===== config.mk =====
export PLATFORM = sky130hd
export DESIGN_NAME = serial_tx_flat
export DESIGN_NICKNAME = d
export VERILOG_FILES = /design/src/rtl/serial_pkg.sv /design/src/rtl/serial_tx_if.sv /design/src/rtl/bit_timer.sv /design/src/rtl/serial_tx.sv /design/src/flat_wrapper.sv
export SDC_FILE = /design/constraint.sdc
export NUM_CORES = 1
export LEC_CHECK = 0
export ABC_CLOCK_PERIOD_IN_PS = 1800
export CORE_ASPECT_RATIO = 1.1
export CORE_MARGIN = 10
export CORE_UTILIZATION = 35
export CTS_BUF_LIST = sky130_fd_sc_hd__clkbuf_4
export DETAILED_ROUTE_END_ITERATION = 10
export PLACE_DENSITY = 0.57
export SKIP_LAST_GASP = 1
export SLEW_MARGIN = 25
export SYNTH_ARGS = -nofsm -noshare
export SYNTH_HDL_FRONTEND = slang
export SYNTH_SLANG_ARGS = --single-unit

===== constraint.sdc =====
create_clock -name clk -period 1.8 [get_ports clk]
set_input_delay 0.36 -clock clk [delete_from_list [all_inputs] [get_ports clk]]
set_output_delay 0.36 -clock clk [all_outputs]
set_load 0.05 [all_outputs]

===== src/rtl/serial_pkg.sv =====
`default_nettype none
// ============================================================================
//  Module      : serial_pkg
//  Description : Shared types and line-level constants for the serial
//                frame transmitter.
//  Revision    : 1.0 - initial release
// ============================================================================
package serial_pkg;

    // Transmitter frame phases.
    typedef enum logic [2:0] {
        IDLE   = 3'd0,
        START  = 3'd1,
        DATA   = 3'd2,
        PARITY = 3'd3,
        STOP   = 3'd4
    } tx_state_t;

    // Serial line levels.
    localparam logic SD_IDLE  = 1'b1;
    localparam logic SD_START = 1'b0;
    localparam logic SD_STOP  = 1'b1;

endpackage : serial_pkg
`default_nettype wire


===== src/rtl/serial_tx_if.sv =====
`default_nettype none
// ============================================================================
//  Module      : serial_tx_if
//  Description : Word handshake and serial-line bundle for serial_tx.
//                The master side offers words; the slave side (the
//                transmitter) accepts them and drives the line and status.
//  Revision    : 1.0 - initial release
// ============================================================================
interface serial_tx_if #(
    parameter int WIDTH = 8
);
    logic [WIDTH-1:0] din;
    logic             valid;
    logic             ready;
    logic             sd;
    logic             busy;
    logic             done;

    modport master (
        output din,
        output valid,
        input  ready,
        input  sd,
        input  busy,
        input  done
    );

    modport slave (
        input  din,
        input  valid,
        output ready,
        output sd,
        output busy,
        output done
    );
endinterface : serial_tx_if
`default_nettype wire


===== src/rtl/bit_timer.sv =====
`default_nettype none
// ============================================================================
//  Module      : bit_timer
//  Description : Modulo-CLKS_PER_BIT counter. Raises tick while the count
//                sits at its terminal value; clr forces the count back to 0.
//  Revision    : 1.0 - initial release
// ============================================================================
module bit_timer #(
    parameter int CLKS_PER_BIT = 4
) (
    input  wire logic clk,
    input  wire logic r,
    input  wire logic clr,
    output logic      tick
);

    // One extra bit of headroom so the count never wraps before terminal.
    localparam int CW = $clog2(CLKS_PER_BIT + 1);
    localparam logic [CW-1:0] TERM = CW'(CLKS_PER_BIT - 1);

    logic [CW-1:0] cnt_q;
    logic [CW-1:0] cnt_d;

    assign tick = (cnt_q == TERM);

    // Next count: reload on clear or terminal count, otherwise advance.
    always_comb begin
        cnt_d = cnt_q + CW'(1);
        if (clr || tick) begin
            cnt_d = '0;
        end
    end

    // Count register.
    always_ff @(posedge clk or posedge r) begin
        if (r) begin
            cnt_q <= '0;
        end else begin
            cnt_q <= cnt_d;
        end
    end

endmodule : bit_timer
`default_nettype wire


===== src/rtl/serial_tx.sv =====
`default_nettype none
// ============================================================================
//  Module      : serial_tx
//  Description : Serial frame transmitter. Accepts a word over a
//                valid/ready handshake and shifts it out as start bit,
//                data LSB first, optional even parity, stop bit.
//  Revision    : 1.0 - initial release
// ============================================================================
module serial_tx
    import serial_pkg::*;
#(
    parameter int WIDTH        = 8,
    parameter int CLKS_PER_BIT = 4,
    parameter int PARITY_EN    = 1
) (
    input wire logic  clk,
    input wire logic  r,
    serial_tx_if.slave bus
);

    localparam int IW = $clog2(WIDTH + 1);
    localparam logic [IW-1:0] LAST_IDX = IW'(WIDTH - 1);

    tx_state_t        state_q, state_d;
    logic [WIDTH-1:0] shift_q, shift_d;
    logic [WIDTH-1:0] shift_nxt;
    logic [IW-1:0]    idx_q, idx_d;
    logic             par_q, par_d;
    logic             sd_q, sd_d;
    logic             busy_q, busy_d;
    logic             done_q, done_d;
    logic             tick;
    logic             timer_clr;

    // The timer is held at zero while idle so the start bit gets a full
    // period; every later state change coincides with a tick, which
    // reloads the timer by itself.
    assign timer_clr = (state_q == IDLE);

    bit_timer #(
        .CLKS_PER_BIT (CLKS_PER_BIT)
    ) u_bit_timer (
        .clk  (clk),
        .r    (r),
        .clr  (timer_clr),
        .tick (tick)
    );

    assign shift_nxt = shift_q >> 1;

    assign bus.ready = (state_q == IDLE);
    assign bus.sd    = sd_q;
    assign bus.busy  = busy_q;
    assign bus.done  = done_q;

    // Next-state and next-output decode for the frame sequencer.
    always_comb begin
        state_d = state_q;
        shift_d = shift_q;
        idx_d   = idx_q;
        par_d   = par_q;
        sd_d    = sd_q;
        busy_d  = busy_q;
        done_d  = 1'b0;

        unique case (state_q)
            IDLE: begin
                if (bus.valid) begin
                    shift_d = bus.din;
                    par_d   = ^bus.din;
                    idx_d   = '0;
                    state_d = START;
                    sd_d    = SD_START;
                    busy_d  = 1'b1;
                end
            end
            START: begin
                if (tick) begin
                    state_d = DATA;
                    sd_d    = shift_q[0];
                end
            end
            DATA: begin
                if (tick) begin
                    shift_d = shift_nxt;
                    idx_d   = idx_q + IW'(1);
                    if (idx_q == LAST_IDX) begin
                        if (PARITY_EN != 0) begin
                            state_d = PARITY;
                            sd_d    = par_q;
                        end else begin
                            state_d = STOP;
                            sd_d    = SD_STOP;
                        end
                    end else begin
                        sd_d = shift_nxt[0];
                    end
                end
            end
            PARITY: begin
                if (tick) begin
                    state_d = STOP;
                    sd_d    = SD_STOP;
                end
            end
            STOP: begin
                if (tick) begin
                    state_d = IDLE;
                    sd_d    = SD_IDLE;
                    busy_d  = 1'b0;
                    done_d  = 1'b1;
                end
            end
            default: begin
                state_d = IDLE;
                sd_d    = SD_IDLE;
                busy_d  = 1'b0;
            end
        endcase
    end

    // State and datapath registers; reset abandons any frame in flight.
    always_ff @(posedge clk or posedge r) begin
        if (r) begin
            state_q <= IDLE;
            shift_q <= '0;
            idx_q   <= '0;
            par_q   <= 1'b0;
            sd_q    <= SD_IDLE;
            busy_q  <= 1'b0;
            done_q  <= 1'b0;
        end else begin
            state_q <= state_d;
            shift_q <= shift_d;
            idx_q   <= idx_d;
            par_q   <= par_d;
            sd_q    <= sd_d;
            busy_q  <= busy_d;
            done_q  <= done_d;
        end
    end

endmodule : serial_tx
`default_nettype wire


===== src/flat_wrapper.sv =====
// flat-port wrapper written by rule: the top's interface ports become plain ports
module serial_tx_flat import serial_pkg::*;
#(
    parameter int WIDTH        = 8,
    parameter int CLKS_PER_BIT = 4,
    parameter int PARITY_EN    = 1
)
  (clk, r, bus_din, bus_valid, bus_ready, bus_sd, bus_busy, bus_done);
  serial_tx_if #(.WIDTH(WIDTH)) bus_i ();
  input wire logic clk;
  input wire logic r;
  input wire logic [$bits(bus_i.din)-1:0] bus_din;
  input wire logic [$bits(bus_i.valid)-1:0] bus_valid;
  output wire logic [$bits(bus_i.ready)-1:0] bus_ready;
  output wire logic [$bits(bus_i.sd)-1:0] bus_sd;
  output wire logic [$bits(bus_i.busy)-1:0] bus_busy;
  output wire logic [$bits(bus_i.done)-1:0] bus_done;
  assign bus_i.din = bus_din;
  assign bus_i.valid = bus_valid;
  assign bus_ready = bus_i.ready;
  assign bus_sd = bus_i.sd;
  assign bus_busy = bus_i.busy;
  assign bus_done = bus_i.done;
  serial_tx #(.WIDTH(WIDTH), .CLKS_PER_BIT(CLKS_PER_BIT), .PARITY_EN(PARITY_EN)) u_core (.clk(clk), .r(r), .bus(bus_i));
endmodule

==> implementation parameters, run 1 <==
Parameter                              Value

Outcome
  Status ... finished clean

Synth
  #FFs+latches synth ... 22
  Ranking of synthesized cells by area ... dfrtp_1, mux2i_1, xnor2_1, nand2_1, ha_1
  Simple-gate portion of the synthesized area ... 14.8%
  Synthesized instance count ... about 110
  Synth top area share ... 45.5%
  Multiplexer area fraction after synthesis ... roughly a tenth
  Summed instance area of the synthesized netlist ... 1150 um^2
  Dominant combinational cell family by area after synthesis ... simple AND/OR/NAND/NOR gates
  Post-synthesis share of cell area spent on full adders, half adders and majority gates ... 4.33%
  Post-synth net total ... 128
  Per-instance average area after synthesis ... 10.2 um^2
  Number of different library cells in the post-synthesis netlist ... 34
  Share of the synthesized area in compound gates (AO/OA/AOI/OAI) ... 12.4%
  Register area share after synthesis ... 47.8%
  Yosys warning total ... 0
  Post-synthesis xor/xnor area fraction ... around 6.8%
  Post-synthesis cell type with the largest combined area ... dfrtp_1

Global routing
  Met2 demand-to-capacity share in global routing ... 13.2%
  Vias in the first global route ... approximately 850
  Remaining global-route overflow ... 0
  Total global-route track usage ... 8.09%
  Maximum number of pins on one net before global-route repair ... 23
  Busiest metal layer after global routing ... met2
  Wire length of the first global-routing pass ... 3800 um
  Global Route met1 Usage ... 9.21%
  Met3 Usage GRT ... around 2.7%
  Initial antenna violation count ... 0

Timing
  Final worst clock skew ... 0.00444 ns
  Setup repair after global routing missed its margin ... no
  Highest clock rate ... ~580 MHz
  Hold violation count in the final report ... 0
  Post-layout minimum cycle time ... approximately 1.7 ns
  Relative slew margins ... 77.3%
  Post-route worst hold slack ... 0.366 ns
  Measured slew at the worst slew-check pin ... 0.340 ns
  Number of max-slew violations in the final report ... 0
  Final-layout setup total negative slack ... 0 ns
  Setup-failing EPs final ... 0
  Tcrit/Tclk final ... a little over nine tenths

Route
  DRT iter0 DRCs ... 41
  Final routed wire length divided by cell count ... 13.4 um
  Via count of the routed design ... 843
  Remaining routing DRC violations ... 0
  Average vias per placed instance ... 5.05
  First drt pass iteration count ... 4
  Total wirelength of the detailed-routed design ... 2240 um
  Count of nets left with antenna violations after detail routing ... 0

Clocking
  Clock sink count ... 22
  Clock buffer count from CTS ... 3
  Clock latency on the worst-skew pair ... ~0.3 ns
  Clk buf depth ... 2
  TritonCTS clock tree ... built
  H-tree level count ... 1
  Number of buffers inserted by hold repair at cts ... 0
  Setup bufs post-CTS ... 0
  Worst-path clk slew ... 0.13 ns
  Clock Root Buffer ... clkbuf_4

Place
  Total of buffers placed on input and output ports ... 14
  Final weighted congestion in routability-driven placement ... 0.800
  Placed Area ... 1380 um^2
  Half-perimeter wire length after detailed placement ... around 1700 um

Job
  Max-cap viol count ... 0

Worst setup path
  Critical path capture point type ... register
  Kind of launch point of the worst setup path ... register
  Classification of the worst setup path ... reg2reg
  Maximum fanout encountered on the critical timing path ... 4
  Required arrival time at the worst endpoint ... around 2 ns
  Arrival time at the worst endpoint ... 1.97 ns
  Launching instance or port of the critical path ... u_core.idx_q[0]
  FF-to-FF Start ... u_core.idx_q[0]

Power
  Power per unit of standard cell area ... 1560 nW/um^2
  VDD IR max ... about 0.57 mV
  Pwr Total ... 2.25 mW
  Reported leakage power ... 0.620 nW

Layout
  Layout cell share with drive strength beyond 1 ... approximately 17%
  Final core occ ... 46.3%
  Final std cell area, no fill ... between 1000 and 1500 um^2
  Final nets ... approximately 150
  Antenna Cells ... 0
  Synthesis-to-finish area growth ... 24.4%

Floorplan
  Cell Rows ... 21
  Core area ... 3100 um^2
  Overall die height ... 80.2 um
  Effective utilization at floorplan ... 37.2%
  I/O pin count ... 15
  Overall die area ... 6000 um^2
  Horiz. Die Dim ... 74.8 um

Hold path
  Worst hold path type ... in2async
metal layers:
metal,up-vias,part of all wire [%]
met5,-,0
met1,392,50
met2,16,43
met3,4,5.6
met4,0,1.6
li1,431,-
power breakdown:
part | switching, mW | internal [mW]
clock | 0.153 | 0.225
combinational | 0.497 | 0.464
sequential | 0.196 | 0.712
total | 0.845 | 1.40
cell families after synthesis:
kind of cell	count (synthesis)
DFF	22
buffers and inverters	10
AOI/OAI and AO/OA	22
muxes	11
xor gates and xnor gates	9
and+or+nand+nor	35
adders and majority gates	4
cell usage in the layout (no fill, tap or decap), drive strengths merged, types with 3 or more instances in the layout:
cell / count
nor3: 6
inv: 3
clkdlybuf4s50: 10
buf: 13
ha: 4
mux2i: 10
nand2b: 4
xnor2: 7
dfrtp: 21
clkbuf: 3
nor2: 4
nand2: 15
o21ai: 11
flip-flops by register name (all words and copies together) (netlist names):
name and count:
u_core.bus.busy 1, u_core.bus.done 1, u_core.bus.sd 1, u_core.idx_q 4, u_core.par_q 1, u_core.shift_q 8
u_core.state_q 3, u_core.u_bit_timer.cnt_q 3
worst max-delay path: stages, from the launching register on:
cell	delay (ns)
dfrtp_1	0.43
ha_1	0.23
and3b_1	0.22
mux2_1	0.32
o32a_1	0.28
o22a_1	0.17
cells in the mapped netlist:
master,instances
o21ai_2,1
xnor2_1,7
inv_1,2
buf_6,1
nor2_1,4
buf_2,3
a21o_1,1
a2bb2oi_1,1
and4_1,1
mux2_1,1
o22ai_1,1
nor3b_1,2
inv_2,1
nor3_1,6
clkbuf_1,1
or3_1,1
mux2i_1,10
nand2b_1,4
o32a_1,1
a311oi_1,1
a211oi_1,1
and3_1,1
o21ai_1,10
dfrtp_1,21
a22o_1,1
a21oi_1,2
ha_1,4
xor2_1,2
and3b_1,1
nand2_1,15
o31ai_1,1
dfstp_2,1
buf_1,2
o22a_1,1
per-stage QoR:
stage | setup slack (ns) | cells
2_1_floorplan | 0.0777 | 113
3_3_place_gp | 0.0308 | 163
3_5_place_dp | 0.00255 | 163
4_1_cts | 0.0298 | 167
5_1_grt | 0.00890 | 167
6_report | 0.0820 | 167
cell type report:
type | instances | area [um^2]
clock buffers | 3 | 22.5
clock inverters | 1 | 30.0
fillers | 309 | 1660
inverters | 3 | 11.3
multi-input cells | 81 | 566
flip-flops and latches | 22 | 554
well taps | 34 | 42.5
repair buffers | 23 | 210
timing repair:
item	CTS	global route
endpoints found under the setup margin	1	1
endpoints found under the hold margin	0	0
gates resized for setup	1	2
path summary, 6_finish.rpt:
| path | endpoint | slack, ns | cells after the start |
|---|---|---|---|
| max | u_core.bus.sd | 0.08 | 5 |
| min | u_core.shift_q[6] | 0.37 | 3 |
| max reg2reg | u_core.bus.sd | 0.08 | 5 |
| min reg2reg | u_core.u_bit_timer.cnt_q[0] | 0.46 | 1 |
| max in group asynchronous | u_core.bus.sd | 1.14 | 3 |
| min in group clk | u_core.u_bit_timer.cnt_q[0] | 0.46 | 1 |
(Power assumes the default switching activity.)
==> run 2, diff against run 1 <==
Settings changed: REMOVE_ABC_BUFFERS set to 1.
==> run 2 against run 1 <==
Compared with the run above: non-clock buffer count increased by 3; cell area about the same; cell count increased by 1.8%; sequential cell count unchanged; count of clock-buffer cells in the layout increased by 1; clock skew decreased by 0.0028 ns; largest cell class is now registers; sequential share of layout area about the same; wire length increased by 0.80%; critical path depth increased by 2; first-iteration DRC count increased by 88%; largest power group unchanged.
==> implementation parameters, run 2 (synthesis results as in run 1) <==
Parameter                              Value

Worst setup path
  Depth of the worst register-to-register path ... 7 (+2)
  Maximum fanout encountered on the critical timing path ... 9 (+5)
  Arrival time at the worst endpoint ... 1.90 ns (-0.07 ns)
  Internal reg-to-reg setup slack ... 0.1 ns (+0.02 ns)
  Required arrival time at the worst endpoint ... 2.00 ns (-0.05 ns)
  R2R Path End ... u_core.idx_q[2]
  FF-to-FF Start ... u_core.u_bit_timer.cnt_q[0]
  Crit path buf inv count ... 1 (+1)
  Critical path capture point type ... register
  CP max stage cell ... dfrtp_1
  Classification of the worst setup path ... reg2reg
  Worst path max stage delay ... 0.38 ns (-0.05 ns)
  Cells traversed along the worst timing path ... ha_1 -> ha_1 -> mux2i_1 -> or3_1 -> buf_4 -> o21ai_1 -> o21ai_1
  Kind of launch point of the worst setup path ... register
  Top delay family on crit path ... flip-flops

Clocking
  Clock latency on the worst-skew pair ... 0.30 ns (about the same)
  H-tree level count ... 1 (unchanged)
  Number of buffers inserted by hold repair at cts ... 0 (unchanged)
  Clock Root Buffer ... clkbuf_4
  Clock buffer count from CTS ... 3 (unchanged)
  Worst-path clk slew ... 0.12 ns (about the same)
  Clock sink count ... 22 (unchanged)
  Clk buf depth ... 2 (unchanged)
  TritonCTS clock tree ... built

Place
  Half-perimeter wire length after detailed placement ... 1740 um (+2.8%)
  Placed Area ... 1400 um^2 (+1.6%)
  Total of buffers placed on input and output ports ... 14 (unchanged)
  Final weighted congestion in routability-driven placement ... 0.813 (+1.6%)

Layout
  Final std cell area, no fill ... 1440 um^2 (about the same)
  Leading cell types in the layout, fill and taps excluded ... dfrtp_1, nand2_1, buf_4
  Final nets ... 152 (+2.0%)
  Synthesis-to-finish area growth ... 24.5% (about the same)
  Biggest register ... u_core.shift_q
  Most common library cell in the layout ignoring fill and taps ... dfrtp_1
  Registers with the most flip-flops ... u_core.shift_q (8), u_core.idx_q (4)
  Flip-flop count of the largest register, all copies and words added ... 8 (unchanged)
  Antenna Cells ... 0 (unchanged)
  Layout cell share with drive strength beyond 1 ... 18.4% (+1.1 points)

Route
  Average vias per placed instance ... 5.03 (-0.37%)
  DRT iter0 DRCs ... 77 (+88%)
  Count of nets left with antenna violations after detail routing ... 0 (unchanged)
  First drt pass iteration count ... 4 (unchanged)
  Via count of the routed design ... 855 (+1.4%)
  Final routed wire length divided by cell count ... 13.3 um (-0.98%)
  Total wirelength of the detailed-routed design ... 2260 um (+0.80%)
  Remaining routing DRC violations ... 0 (unchanged)

Power
  Power per unit of standard cell area ... 1510 nW/um^2 (-3.2%)
  Reported leakage power ... 0.630 nW (+1.6%)
  VDD IR max ... 0.422 mV (-27%)
  Power Internal ... 1.34 mW (-4.7%)
  Sw Share ... 38.6% (+1.0 points)
  Clock Power Share ... 11.4% (-5.4 points)
  Total net switching power ... 0.841 mW (-0.53%)
  Comb pwr share ... 47.6% (+4.9 points)
  Reg power frac ... 41.0% (+0.6 points)

Timing
  Final worst clock skew ... 0.00160 ns (-0.00284 ns)
  Hold violation count in the final report ... 0 (unchanged)
  Post-layout minimum cycle time ... 1.70 ns (-0.0166 ns)
  Post-route worst hold slack ... 0.371 ns (+0.00498 ns)
  Highest clock rate ... 588 MHz (+0.98%)
  Tcrit/Tclk final ... 94.5% (-0.92 points)
  Setup-failing EPs final ... 0 (unchanged)
  Measured slew at the worst slew-check pin ... 0.280 ns (-0.0597 ns)
  Number of max-slew violations in the final report ... 0 (unchanged)
  Relative slew margins ... 81.3% (+4.0 points)

Floorplan
  Horiz. Die Dim ... 74.8 um (unchanged)
  Effective utilization at floorplan ... 37.2% (unchanged)
  Overall die area ... 6000 um^2 (unchanged)
  Overall die height ... 80.2 um (unchanged)
  I/O pin count ... 15 (unchanged)
  Cell Rows ... 21 (unchanged)
  Core area ... 3100 um^2 (unchanged)

Global routing
  Remaining global-route overflow ... 0 (unchanged)
  Maximum number of pins on one net before global-route repair ... 23 (unchanged)
  Initial antenna violation count ... 0 (unchanged)
  Total global-route track usage ... 8.29% (+0.21 points)
  Wire length of the first global-routing pass ... 3910 um (+2.7%)
  Vias in the first global route ... 882 (+3.6%)

Hold path
  Worst hold path type ... in2async

Job
  Max-cap viol count ... 0 (unchanged)

Outcome
  Status ... finished clean
[run 2: cell count changes in the layout (fill, tap and decap cells not counted), sizes merged]
cell / delta
buf: +3
bufinv: -1
clkbuf: +1
[run 2: metrics by stage]
step	cells	power (mW)	setup TNS [ns]	util (%)	worst slack [ns]
after floorplan	106	1.53	-2.92	-	-0.316
after global placement	165	1.91	0	45.1	0.0307
final	170	2.18	0	46.4	0.0987
after global routing	170	2.38	-0.00510	46.4	-0.00510
after CTS	169	2.19	0	46.0	0.0593
after detailed placement	165	1.93	0	45.1	0.00774
[run 2: worst max-delay path by stage]
| stage | slack [ns] | depth (start not counted) | from | to |
|---|---|---|---|---|
| after floorplan | -0.32 | 1 | u_core.state_q[1] | bus_ready |
| after global placement | 0.03 | 6 | bus_valid | u_core.idx_q[2] |
| after detailed placement | 0.008 | 6 | bus_valid | u_core.idx_q[2] |
| after CTS | 0.06 | 3 | u_core.state_q[2] | bus_ready |
| after global routing | -0.005 | 7 | u_core.u_bit_timer.cnt_q[0] | u_core.idx_q[2] |
| final | 0.1 | 7 | u_core.u_bit_timer.cnt_q[0] | u_core.idx_q[2] |
[run 2: layout make-up]
| class | count | area, um^2 |
|---|---|---|
| fill | 306 | 1660 |
| sequential | 22 | 554 |
| multi-input combinational | 81 | 554 |
| timing repair buffer | 26 | 245 |
| tap | 34 | 42.5 |
| clock buffer | 4 | 30.0 |
| inverter | 3 | 11.3 |
[run 2: worst register-to-register path, stage by stage (launching register included)]
cell,delay [ns]
dfrtp_1,0.38
ha_1,0.17
ha_1,0.20
mux2i_1,0.10
or3_1,0.36
buf_4,0.19
o21ai_1,0.12
o21ai_1,0.08
[run 2: metal layers]
metal	track usage [%]	share of wire, %	vias to the layer above
met5	0	0	-
met4	3.41	1.3	0
met3	2.46	5.0	4
met2	13.5	46	21
met1	9.88	48	394
li1	-	-	436
[run 2: power by group through the flow]
stage	sequential [mW]	combinational (mW)	clock, mW
floorplan	0.941	0.589	0
finish	0.891	1.04	0.249
detailed placement	0.902	1.03	0
CTS	0.890	1.04	0.268
global placement	0.893	1.02	0
global route	0.934	1.16	0.284
[run 2: timing repair]
action / in CTS / in global routing
setup endpoints to repair: 0 / 2
resized for setup: 0 / 2
setup buffers: 0 / 1
==> RTL change 1: new RTL, settings of run 2 <==
`CLKS_PER_BIT` is set to 4 in 3 places; all go to 2.
--- a/src/rtl/bit_timer.sv
+++ b/src/rtl/bit_timer.sv
@@ -6,7 +6,7 @@
 //  Revision    : 1.0 - initial release
 // ============================================================================
 module bit_timer #(
-    parameter int CLKS_PER_BIT = 4
+    parameter int CLKS_PER_BIT = 2
 ) (
     input  wire logic clk,
     input  wire logic r,
--- a/src/rtl/serial_tx.sv
+++ b/src/rtl/serial_tx.sv
@@ -10,7 +10,7 @@
     import serial_pkg::*;
 #(
     parameter int WIDTH        = 8,
-    parameter int CLKS_PER_BIT = 4,
+    parameter int CLKS_PER_BIT = 2,
     parameter int PARITY_EN    = 1
 ) (
     input wire logic  clk,
--- a/src/flat_wrapper.sv
+++ b/src/flat_wrapper.sv
@@ -2,7 +2,7 @@
 module serial_tx_flat import serial_pkg::*;
 #(
     parameter int WIDTH        = 8,
-    parameter int CLKS_PER_BIT = 4,
+    parameter int CLKS_PER_BIT = 2,
     parameter int PARITY_EN    = 1
 )
   (clk, r, bus_din, bus_valid, bus_ready, bus_sd, bus_busy, bus_done);
Behaviour: not the same (a bounded check fails within 4 cycles, from zero or initial values).
==> RTL change 1 against run 2 <==
Via count decreased by 6.1%; setup slack improved by 0.029 ns; sequential cell count is 1 lower; critical path type is now reg -> out; wire length down 10%; final area is 8.0% lower; area after synthesis shrank 5.9%; power down 4.5%.
==> RTL change 1: results (changes against run 2) <==
Setup path
  • RR Endpoint: u_core.shift_q[2]$_DFFE_PP0P_
  • Critical path arrival: 1.31 ns (-0.59 ns)
  • R2R depth: 7 (unchanged)
  • CP max-delay cell: dfrtp_2
  • Largest stage delay on the critical path: 0.50 ns (+0.12 ns)
  • CP max FO: 13 (+4)
  • Setup slack, reg-to-reg: 0.22 ns (+0.12 ns)
  • CP Capture Point: bus_ready
  • Critical Path Start: u_core.state_q[2]$_DFFE_PP0P_
  • Worst reg2reg path startpoint: u_core.u_bit_timer.cnt_q[1]$_DFF_PP0_

Logic synthesis
  • Top_reg_cell synth: dfrtp_1
  • Avg Inst Size Synth: 9.975 sq um (-2.4%)
  • Sequential area share after synthesis: 0.4845 (+0.006675)
  • Asr flop ratio synth: 1.000 (unchanged)
  • Most frequent cells after synthesis: dfrtp_1, nand2_1, mux2i_1, o21ai_1, xnor2_1
  • Number of distinct library cells after synthesis: 31 (-8.8%)
  • Synth area leaders: dfrtp_1, mux2i_1, xnor2_1

Clock network
  • TritonCTS Buffers: 3 (unchanged)
  • Post-CTS setup buffer count: 0 (unchanged)
  • Clock-pin slew on the worst setup and hold paths: 0.12 ns (about the same)
  • H-tree depth: 1 (unchanged)
  • Post_cts resized: 0 (unchanged)
  • CTS Buffer Depth: 2 (unchanged)
  • Worst-Skew Late Latency: 0.31 ns

Placed design
  • Placed cells: 159 (-3.6%)
  • Number of port buffers: 14 (unchanged)
  • HPWL reported at the end of detailed placement: 1540 um (-12%)
  • Final GP Congestion: 0.7108 (-13%)

Finish
  • Final #Nets: 143 (-5.9%)
  • Largest regs: u_core.shift_q x8, u_core.idx_q x4, u_core.state_q x3
  • Ratio of cells with drive above 1 in the final layout: 0.1783 (-0.005529)

Routing
  • DRT iter0 DRCs: 16 (-79%)
  • Final wirelength: 2021 um (-10%)
  • Antenna-violating nets left: 0 (unchanged)
  • Drt wl/cell: 12.40 um (-6.7%)
  • Detailed-route via count: 803 (-6.1%)

Global route
  • Largest net degree at the start of global routing: 22 (-4.3%)
  • Gr usage total: 0.07605 (-0.006891)
  • First-pass GRT wire length: 3588 um (-8.1%)
  • Initial antenna violation count: 0 (unchanged)
  • Vias in the first global route: 807 (-8.5%)

Timing
  • Clock skew: 0.002689 ns (+0.001090 ns)
  • Final hold slack: 0.3690 ns (-0.002071 ns)
  • Slew @ Worst Pin: 0.2728 ns (-0.007686 ns)

Power and ir drop
  • Leakage Power: 0.5739 nW (-8.9%)
  • Peak VDD IR: 0.8694 mV (+110%)

Outcome
  • Status: completed

Worst hold path
  • Worst hold path type: in -> async
RTL change 1: cell count changes after synthesis, sizes merged, moves of 2 or more:
cell   delta
ha        -2
nor3      -2
inv       +3
mux2i     -2
RTL change 1: cell families (layout without fill, tap and decap cells):
| kind of cell | Yosys count | count (layout) | share of synthesized area |
|---|---|---|---|
| flip-flops | 21 | 21 | 0.4845 |
| AO/OA/AOI/OAI | 21 | 21 | 0.1151 |
| buffers and inverters | 13 | 33 | 0.06674 |
| adder cells (fa/ha/maj) | 2 | 2 | 0.02301 |
| XOR/XNOR | 9 | 9 | 0.07250 |
| multiplexers | 10 | 10 | 0.09436 |
| AND/OR/NAND/NOR | 33 | 33 | 0.1439 |
RTL change 1: per-stage QoR:
stage	setup slack [ns]	cell area (sq um)
2_1_floorplan	-0.2344	1037
3_3_place_gp	-0.03112	1290
3_5_place_dp	-0.06170	1290
4_1_cts	0.04597	1320
5_1_grt	0.01505	1323
6_report	0.1281	1323
RTL change 1: final cells by class:
cell class,count,area [sq um]
Clock buffer,4,30.03
Fill cell,294,1699
Inverter,6,22.52
Multi-Input combinational cell,75,488.0
Sequential cell,21,529.3
Tap cell,34,42.54
Timing Repair Buffer,23,210.2
RTL change 1: tightest hold or removal path: stages:
cell and delay (ns):
clkdlybuf4s50_1 0.39, inv_1 0.05, buf_4 0.27
RTL change 1: routing by layer:
| metal | global-route usage | vias to the layer above | wire length (um) |
|---|---|---|---|
| met5 | 0 | - | 0 |
| met4 | 0.01141 | 0 | 9 |
| met3 | 0.03774 | 2 | 130 |
| met2 | 0.1196 | 18 | 946 |
| met1 | 0.09232 | 372 | 934 |
| li1 | - | 411 | - |
RTL change 1: report_power, final:
group          switching, mW  internal, mW
sequential             0.143         0.667
clock                  0.148         0.102
combinational          0.537         0.482
total                  0.827          1.25
